===== src/rtl/alu_mdu.sv =====
// RV32I base ALU with a registered 1-cycle result, plus an iterative RV32M
// multiply/divide unit sharing one (XLEN+2)-bit adder, behind valid/ready.
module alu_mdu #(
    parameter  int XLEN = 32,
    localparam int SHW  = $clog2(XLEN)
) (
    input  logic            i_clk,
    input  logic            i_reset,
    input  logic            i_valid,
    output logic            o_ready,
    input  logic [4:0]      i_op,
    input  logic [XLEN-1:0] i_op_a,
    input  logic [XLEN-1:0] i_op_b,
    output logic            o_valid,
    output logic [XLEN-1:0] o_alu_data
);

    typedef enum logic {IDLE, BUSY} state_t;

    state_t          state;
    logic [SHW:0]    cnt;
    logic [2:0]      f3;
    logic            is_div;
    logic            neg;
    logic            div_zero;
    logic [XLEN-1:0] hi;    // product high half / partial remainder
    logic [XLEN-1:0] lo;    // multiplier shifting out / quotient shifting in
    logic [XLEN-1:0] opnd;  // multiplicand / divisor magnitude

    logic            accept;
    logic [SHW-1:0]  shamt;
    logic [XLEN-1:0] base_res;

    assign o_ready = (state == IDLE);
    assign accept  = i_valid & o_ready;
    assign shamt   = i_op_b[SHW-1:0];

    always_comb begin
        // NOTE: default first so every path assigns base_res and no latch is inferred.
        base_res = '0;
        case (i_op[3:0])
            4'b0000: base_res = i_op_a + i_op_b;
            4'b1000: base_res = i_op_a - i_op_b;
            4'b0001: base_res = i_op_a << shamt;
            4'b0010: base_res = {{(XLEN-1){1'b0}}, $signed(i_op_a) < $signed(i_op_b)};
            4'b0011: base_res = {{(XLEN-1){1'b0}}, i_op_a < i_op_b};
            4'b0100: base_res = i_op_a ^ i_op_b;
            4'b0101: base_res = i_op_a >> shamt;
            4'b1101: base_res = $signed(i_op_a) >>> shamt;
            4'b0110: base_res = i_op_a | i_op_b;
            4'b0111: base_res = i_op_a & i_op_b;
            default: base_res = '0;
        endcase
    end

    // Operand preparation at accept: signed operands are reduced to magnitudes
    // and the result sign is remembered for the final fix-up.
    logic [2:0]      f3_in;
    logic            a_signed, b_signed, sa, sb, div_in, neg_in;
    logic [XLEN-1:0] mag_a, mag_b;

    always_comb begin
        f3_in    = i_op[2:0];
        a_signed = (f3_in == 3'b001) | (f3_in == 3'b010) | (f3_in == 3'b100) | (f3_in == 3'b110);
        b_signed = (f3_in == 3'b001) | (f3_in == 3'b100) | (f3_in == 3'b110);
        sa       = a_signed & i_op_a[XLEN-1];
        sb       = b_signed & i_op_b[XLEN-1];
        mag_a    = sa ? -i_op_a : i_op_a;
        mag_b    = sb ? -i_op_b : i_op_b;
        div_in   = f3_in[2];
        neg_in   = (f3_in[2] & f3_in[1]) ? sa : (sa ^ sb);
    end

    // One iteration: shift-add for multiply, restoring subtract for divide,
    // both through the same adder (divide adds ~divisor with carry-in 1).
    logic [XLEN:0]   shifted, add_x;
    logic [XLEN+1:0] add_y, sum;
    logic            borrow;
    logic [XLEN-1:0] hi_n, lo_n;

    always_comb begin
        shifted = {hi, lo[XLEN-1]};
        add_x   = is_div ? shifted : {1'b0, hi};
        add_y   = is_div ? ~{2'b00, opnd} : {2'b00, (lo[0] ? opnd : '0)};
        sum     = {1'b0, add_x} + add_y + {{(XLEN+1){1'b0}}, is_div};
        borrow  = sum[XLEN+1];
        if (!is_div) begin
            hi_n = sum[XLEN:1];
            lo_n = {sum[0], lo[XLEN-1:1]};
        end else if (!borrow) begin
            hi_n = sum[XLEN-1:0];
            lo_n = {lo[XLEN-2:0], 1'b1};
        end else begin
            hi_n = shifted[XLEN-1:0];
            lo_n = {lo[XLEN-2:0], 1'b0};
        end
    end

    logic            is_rem;
    logic [XLEN-1:0] div_mag, m_res;

    always_comb begin
        is_rem  = f3[2] & f3[1];
        div_mag = is_rem ? hi_n : lo_n;
        if (is_div) begin
            // A zero-divisor quotient stays all ones regardless of operand signs.
            m_res = (neg && !(div_zero && !is_rem)) ? -div_mag : div_mag;
        end else if (f3 == 3'b000) begin
            m_res = lo_n;
        end else begin
            m_res = neg ? (~hi_n + {{(XLEN-1){1'b0}}, (lo_n == '0)}) : hi_n;
        end
    end

    always_ff @(posedge i_clk) begin
        if (i_reset) begin
            // NOTE: the working registers are cleared too, so no stale operand survives an abort.
            state      <= IDLE;
            cnt        <= '0;
            f3         <= '0;
            is_div     <= 1'b0;
            neg        <= 1'b0;
            div_zero   <= 1'b0;
            hi         <= '0;
            lo         <= '0;
            opnd       <= '0;
            o_valid    <= 1'b0;
            o_alu_data <= '0;
        end else begin
            // NOTE: non-blocking throughout so every register samples pre-edge values.
            o_valid <= 1'b0;
            case (state)
                IDLE: begin
                    if (accept && !i_op[4]) begin
                        o_alu_data <= base_res;
                        o_valid    <= 1'b1;
                    end else if (accept) begin
                        state    <= BUSY;
                        cnt      <= (SHW+1)'(XLEN);
                        f3       <= f3_in;
                        is_div   <= div_in;
                        neg      <= neg_in;
                        div_zero <= (i_op_b == '0);
                        hi       <= '0;
                        lo       <= div_in ? mag_a : mag_b;
                        opnd     <= div_in ? mag_b : mag_a;
                    end
                end
                BUSY: begin
                    hi  <= hi_n;
                    lo  <= lo_n;
                    cnt <= cnt - 1'b1;
                    if (cnt == (SHW+1)'(1)) begin
                        o_alu_data <= m_res;
                        o_valid    <= 1'b1;
                        state      <= IDLE;
                    end
                end
                default: state <= IDLE;
            endcase
        end
    end

endmodule


===== config.mk =====
export PLATFORM = sky130hd
export DESIGN_NAME = alu_mdu
export DESIGN_NICKNAME = d
export VERILOG_FILES = /design/src/rtl/alu_mdu.sv
export SDC_FILE = /design/constraint.sdc
export NUM_CORES = 1
export LEC_CHECK = 0
export BUFFER_PORTS_ARGS = -buffer_cell sky130_fd_sc_hd__buf_2
export CAP_MARGIN = 20
export CORE_ASPECT_RATIO = 1.25
export CORE_UTILIZATION = 45
export CTS_BUF_LIST = sky130_fd_sc_hd__clkbuf_4 sky130_fd_sc_hd__clkbuf_8
export DETAILED_ROUTE_END_ITERATION = 8
export PLACE_DENSITY = 0.59
export SLEW_MARGIN = 20
export SYNTH_ARGS = -nofsm -noshare
export SYNTH_HDL_FRONTEND = slang
export SYNTH_SLANG_ARGS = --single-unit

===== constraint.sdc =====
create_clock -name i_clk -period 11.3 [get_ports i_clk]
set_clock_uncertainty 0.2 [all_clocks]
set_input_delay 1.695 -clock i_clk [delete_from_list [all_inputs] [get_ports i_clk]]
set_output_delay 1.695 -clock i_clk [all_outputs]
set_load 0.05 [all_outputs]

Yosys cells after proc, flatten, opt, wreduce, memory -nomap -nowiden:

Cells that the tools add are included.

* $add $sub $neg: 9
* reduce and logical (&&, ||, !) cells: 13
* shift-type cells: 3
* eq/ne operators: 18
* $lt $le $gt $ge: 2
* bitwise gates (word level): 18
* muxes and demuxes: 37

Operators by type and width (number)
* $mux 32: 19
* $pmux 32 s10: 1
* $pmux 32 s2: 3
* $neg 32->32: 3
* $logic_not 32->1: 2
* $lt 32x32->1: 2
* $add 33x34->34: 1
* $add 34x1->34: 1
* $mux 34: 1
* $not 32->34: 1
* $mux 33: 1
* $add 32x1->32: 1
* $add 32x32->32: 1
* $and 32x32->32: 1
* $not 32->32: 1
* $or 32x32->32: 1
* $shl 32x5->32: 1
* $shr 32x5->32: 1
* $sshr 32x5->32: 1
* $sub 32x32->32: 1
* $xor 32x32->32: 1
* $eq 4x3->1 const B: 4
* $mux 6: 2
* $pmux 6 s2: 1
* other kinds (22): 48

* word-level logic and storage cells: 111
* bits of input ports: 72
* output and inout port bits: 34
* register bits: 142

Depth between registers and ports, before layout:

* word-level depth: 13
* gate-level depth with buffers: 35
* gate-level depth less buffers: 22

Worst setup path after synthesis:

OpenSTA, ideal clock, no wires.

* kind: flip-flop to flip-flop
* from: register f3[2]
* to: register o_alu_data[28]
* stages on the path, launching flop included: 34
* slack: 3.171 ns
* required time: 10.967 ns
* clock period less this slack: 8.129 ns
* path buffers: 13
* library setup time: 0.133 ns
* arrival: 7.796 ns
* cells stage by stage: dfxtp_1 clkbuf_1 buf_1 clkbuf_1 clkbuf_1 buf_1 clkbuf_1 clkbuf_1 clkbuf_1 clkbuf_1 o21ai_0 ha_1 buf_2 nand4_1 or3_4 a211oi_4 o31ai_4 nand2_2 buf_4 buf_2 buf_1 nand2_1 o221ai_1 ha_1 ha_1 inv_1 a2111oi_2 nor4b_1 nand3_1 nor3_1 a21oi_1 xnor2_1 a222oi_1 o211ai_1

* word-level cells in the longest chain between the ends: 9
* elaborated cells on any way between the ends: 13
* classes of those cells: 1 x add/sub; 6 x mux; 1 x bitwise; 5 x reduce/logical

RTL lines
* start: declaration: line 22 `logic [2:0] f3;`
* start signal: assignment: line 140 `f3 <= f3_in;`
* parallel branches: the longest is 6 deep, another holds $neg 32->32
* $mux 32 *: line 105 `if (is_div) begin`
* $mux 32 *: line 153 `if (cnt == (SHW+1)'(1)) begin`
* $pmux 32 s2 *: line 132 `case (state)`
* end signal: assignment: line 135 `o_alu_data <= base_res;`
* end signal: assignment: line 154 `o_alu_data <= m_res;`
* end: declaration: line 15 `output logic [XLEN-1:0] o_alu_data`

Every way passes the cells marked *. The select of a mux whose other input is x is not followed.
A chain may end at the register's enable or synchronous reset.

Worst setup path in the final report:

Same ends and word-level chain as after synthesis.

==> results.md <==
- # resized after CTS: 0
- Post-Syn Instances: 3222
- Clk sinks: 141
- Crit. path cell count: 21
- Die area: 49300 µm²
- Placer Congestion: 1.05
- CP top delay family: compound AO/OA/AOI/OAI gates
- Synth top area cells: dfxtp_1 13%, ha_1 7.8%, nor2_1 6.8%
- Drt drc: 1
- Final setup fails: 0
- Post-synthesis sequential area ratio: 12.9%
- Cell taking the most area after synthesis: dfxtp_1
- I/O pin total: 106
- Main synth FF type: dfxtp_1
- Power per cell area: 89.4 nW/µm²
- IO Port Bufs: 105
- Cts hold-fix bufs: 0
- R2R cell count: 21
- Commonest cells in the synthesized netlist: 393 x nor2_1, 331 x nand2_1, 294 x o21ai_0
- Core ar.: 47500 µm²
- Final Slew Violations: 0
- Area grow syn2layout: 5.84%
- Worst-Skew Late Latency: 0.52 ns
- CP cell instances: inv_2 -> buf_4 -> o21ai_0 -> ha_1 -> a21oi_1 -> o21a_1 -> o221ai_1 -> a21oi_2 -> nand2_2 -> nor3_1 -> ha_1 -> ha_1 -> inv_1 -> a2111oi_2 -> nor4b_1 -> nand3_1 -> nor3_1 -> a21oi_1 -> xnor2_1 -> a222oi_1 -> o211ai_1
- Fin crit share: 70.8%
- Worst path most repeated cell: ha_1
- Avg Synthesized Cell Area: 6.77 µm²
- Synth Area in Adders: 8.17%
- Crit path largest cell delay: 0.73 ns
- Layout cell share with drive strength beyond 1: 9.97%
- Max cap viols: 0
- Die W: 199 µm
- Unrepaired setup endpoints after global routing: no
- Final nets: 3359
- Slew @ Worst Pin: 1.15 ns
- Worst Hold Class: reg2reg
- Global-route wire length before repair: 158 mm
- Antenna-violating nets left: 0
- Worst setup margin: 3.30 ns
- Yosys reg bits: 141
- Sequential power share: 27.2%
- Worst Hold Launch: opnd[28]
- Num CTS Buffers: 17
- Routed length per placed instance: 28.6 µm
- H-Tree Depth: 4
- Yosys warns: 0
- Initial antenna violation count: 5
- Detailed Route Iter0 Violations: 2744
- Clock power frac: 23.2%
- Initial core utilization: 45.8%
- Drt via density: 6.83
- Total Power: 2.06 mW
- Asr flop ratio synth: 0%
- Hold Vio Cnt, Final: 0
- Initial DRT Pass Iterations: 9
- Routed Wire Length: 109 mm
- Num rows: 89
- Crit Reg-Reg Startpoint: f3[2]
- Most common cell in the netlist: nor2_1
- Final setup TNS: 0 ns
- Min Tclk post-route: 8.00 ns
- CP max-delay cell: a21oi_2
- Max Freq: 0.125 GHz
- Unique masters post-synth: 97
- Cell depth of the worst hold path: 2
- Highest net fanout along the worst path: 55
- CP bufs+invs: 3
- Required time of the critical path: 11.49 ns
- Relative slew margins: 22.3%
- Post-Synth Simple-Gate Area: 22.2%
- Main combinational cell family by area after synthesis: compound AO/OA/AOI/OAI gates
- Worst Setup Start Kind: register
- Worst Path Arrival: 8.19 ns
- Switch share: 47.0%
- Fillers: 5069
- Worst setup path start: f3[2]
- Final HPWL DP: 85.0 mm
- Pint: 1.09 mW
- Mux share of post-synthesis cell area: 8.57%
- Switching Power: 970 µW
- Static Leak: 9.00 nW
- Crit path kind: reg2reg
- CTS tree: yes
- Die Y: 248 µm
- Final hold slack: 0.274 ns
- Synth Cell Area: 21800 µm²
- Vias: 26000
- Compound-Gate Fraction of Synth Area: 34.6%
- Remaining Overflow, GRT: 0
- CTS Buffer Depth: 2
- Top-area cell type share of the netlist area: 12.9%
- Failing checks: DRC
- Worst VDD drop: 0.0000827 V
- Net Count, Synth: 3434
- Number of global-route vias before repair: 24500
- Root Driver: clkbuf_8
- Critical Path Sink Type: register
- Status: finished with violations
- XOR/XNOR share of the synthesized area: 6.63%
- Total setup buffers inserted after CTS: 0
- GR Util All Layers: 43.4%
- Pre-CTS setup slack: 3.51 ns
- Final design utilization: 48.5%
- Clock slew seen by the registers of the worst setup and hold paths: 0.09 ns
- Post-synth EDFFs: 0
- Largest net degree at the start of global routing: 89
- Part of the power in combinational logic: 49.6%
==> through the flow <==
step	std cells	instance area [µm²]
after detailed placement	3764	22600
after CTS	3796	23000
after global placement	3764	22600
after floorplan	3222	21800
final	3802	23100
after global routing	3802	23100
==> power by group through the flow <==
| stage | clock network [mW] | registers (mW) | logic [mW] |
|---|---|---|---|
| 3_5_place_dp | 0 | 0.570 | 0.982 |
| 2_1_floorplan | 0 | 0.578 | 0.641 |
| 3_3_place_gp | 0 | 0.569 | 0.976 |
| 4_1_cts | 0.480 | 0.558 | 0.986 |
| 5_1_grt | 0.500 | 0.562 | 1.08 |
| 6_report | 0.478 | 0.561 | 1.02 |
==> final cells by class <==
type                            count  area [µm²]  share of cell area, %
Antenna cell                        5        12.5                 0.0542
Inverter                          130         488                   2.12
Clock inverter                     15         213                  0.922
Sequential cell                   141        2830                   12.3
Tap cell                          637         797                   3.45
Clock buffer                       17         234                   1.01
Multi-Input combinational cell   2693       17500                   76.0
Timing Repair Buffer              164         973                   4.22
==> cells by family after synthesis <==
group / count (synthesis)
buffers and inverters: 388
adder cells (fa/ha/maj): 140
AO/OA/AOI/OAI: 1148
multiplexers: 167
XOR/XNOR: 165
flip-flops: 141
AND/OR/NAND/NOR: 1073
==> final timing paths <==
check	slack [ns]	endpoint
worst max-delay path	3.30	o_alu_data[28]
worst min-delay path	0.27	opnd[28]
worst max register to register	3.30	o_alu_data[28]
worst min register to register	0.27	opnd[28]
==> tightest hold or removal path: stages (launching register included) <==
cell,delay (ns)
dfxtp_1,0.33
nand2_1,0.06
a21oi_1,0.05
==> cell usage in the layout, fill, tap and decap left out, drive strengths merged, types with 27 or more instances in the layout <==
master / count
a22oi: 48
nand3: 77
ha: 136
a31oi: 47
a221oi: 31
o211ai: 60
a21oi: 268
nor3: 79
o21a: 33
inv: 133
nor2: 394
nand2b: 27
mux2i: 109
a211oi: 72
o21ai: 295
o221ai: 34
nand4: 29
nand2: 332
buf: 164
xnor2: 130
o31ai: 44
mux2: 47
xor2: 35
dfxtp: 141
==> registers in the layout, indices dropped and copies added, names as in the netlist <==
| register | count |
|---|---|
| cnt | 6 |
| div_zero | 1 |
| f3 | 3 |
| hi | 32 |
| lo | 32 |
| neg | 1 |
| o_alu_data | 32 |
| o_valid | 1 |
| opnd | 32 |
| state | 1 |
==> routing by layer <==
layer / track usage, % / part of all wire [%] / up-vias
li1: - / - / 11700
met1: 50.6 / 38 / 12400
met2: 71.4 / 46 / 1492
met3: 5.69 / 7.7 / 366
met4: 35.1 / 8.9 / 0
met5: 0 / 0 / -
(Power assumes the default switching activity.)
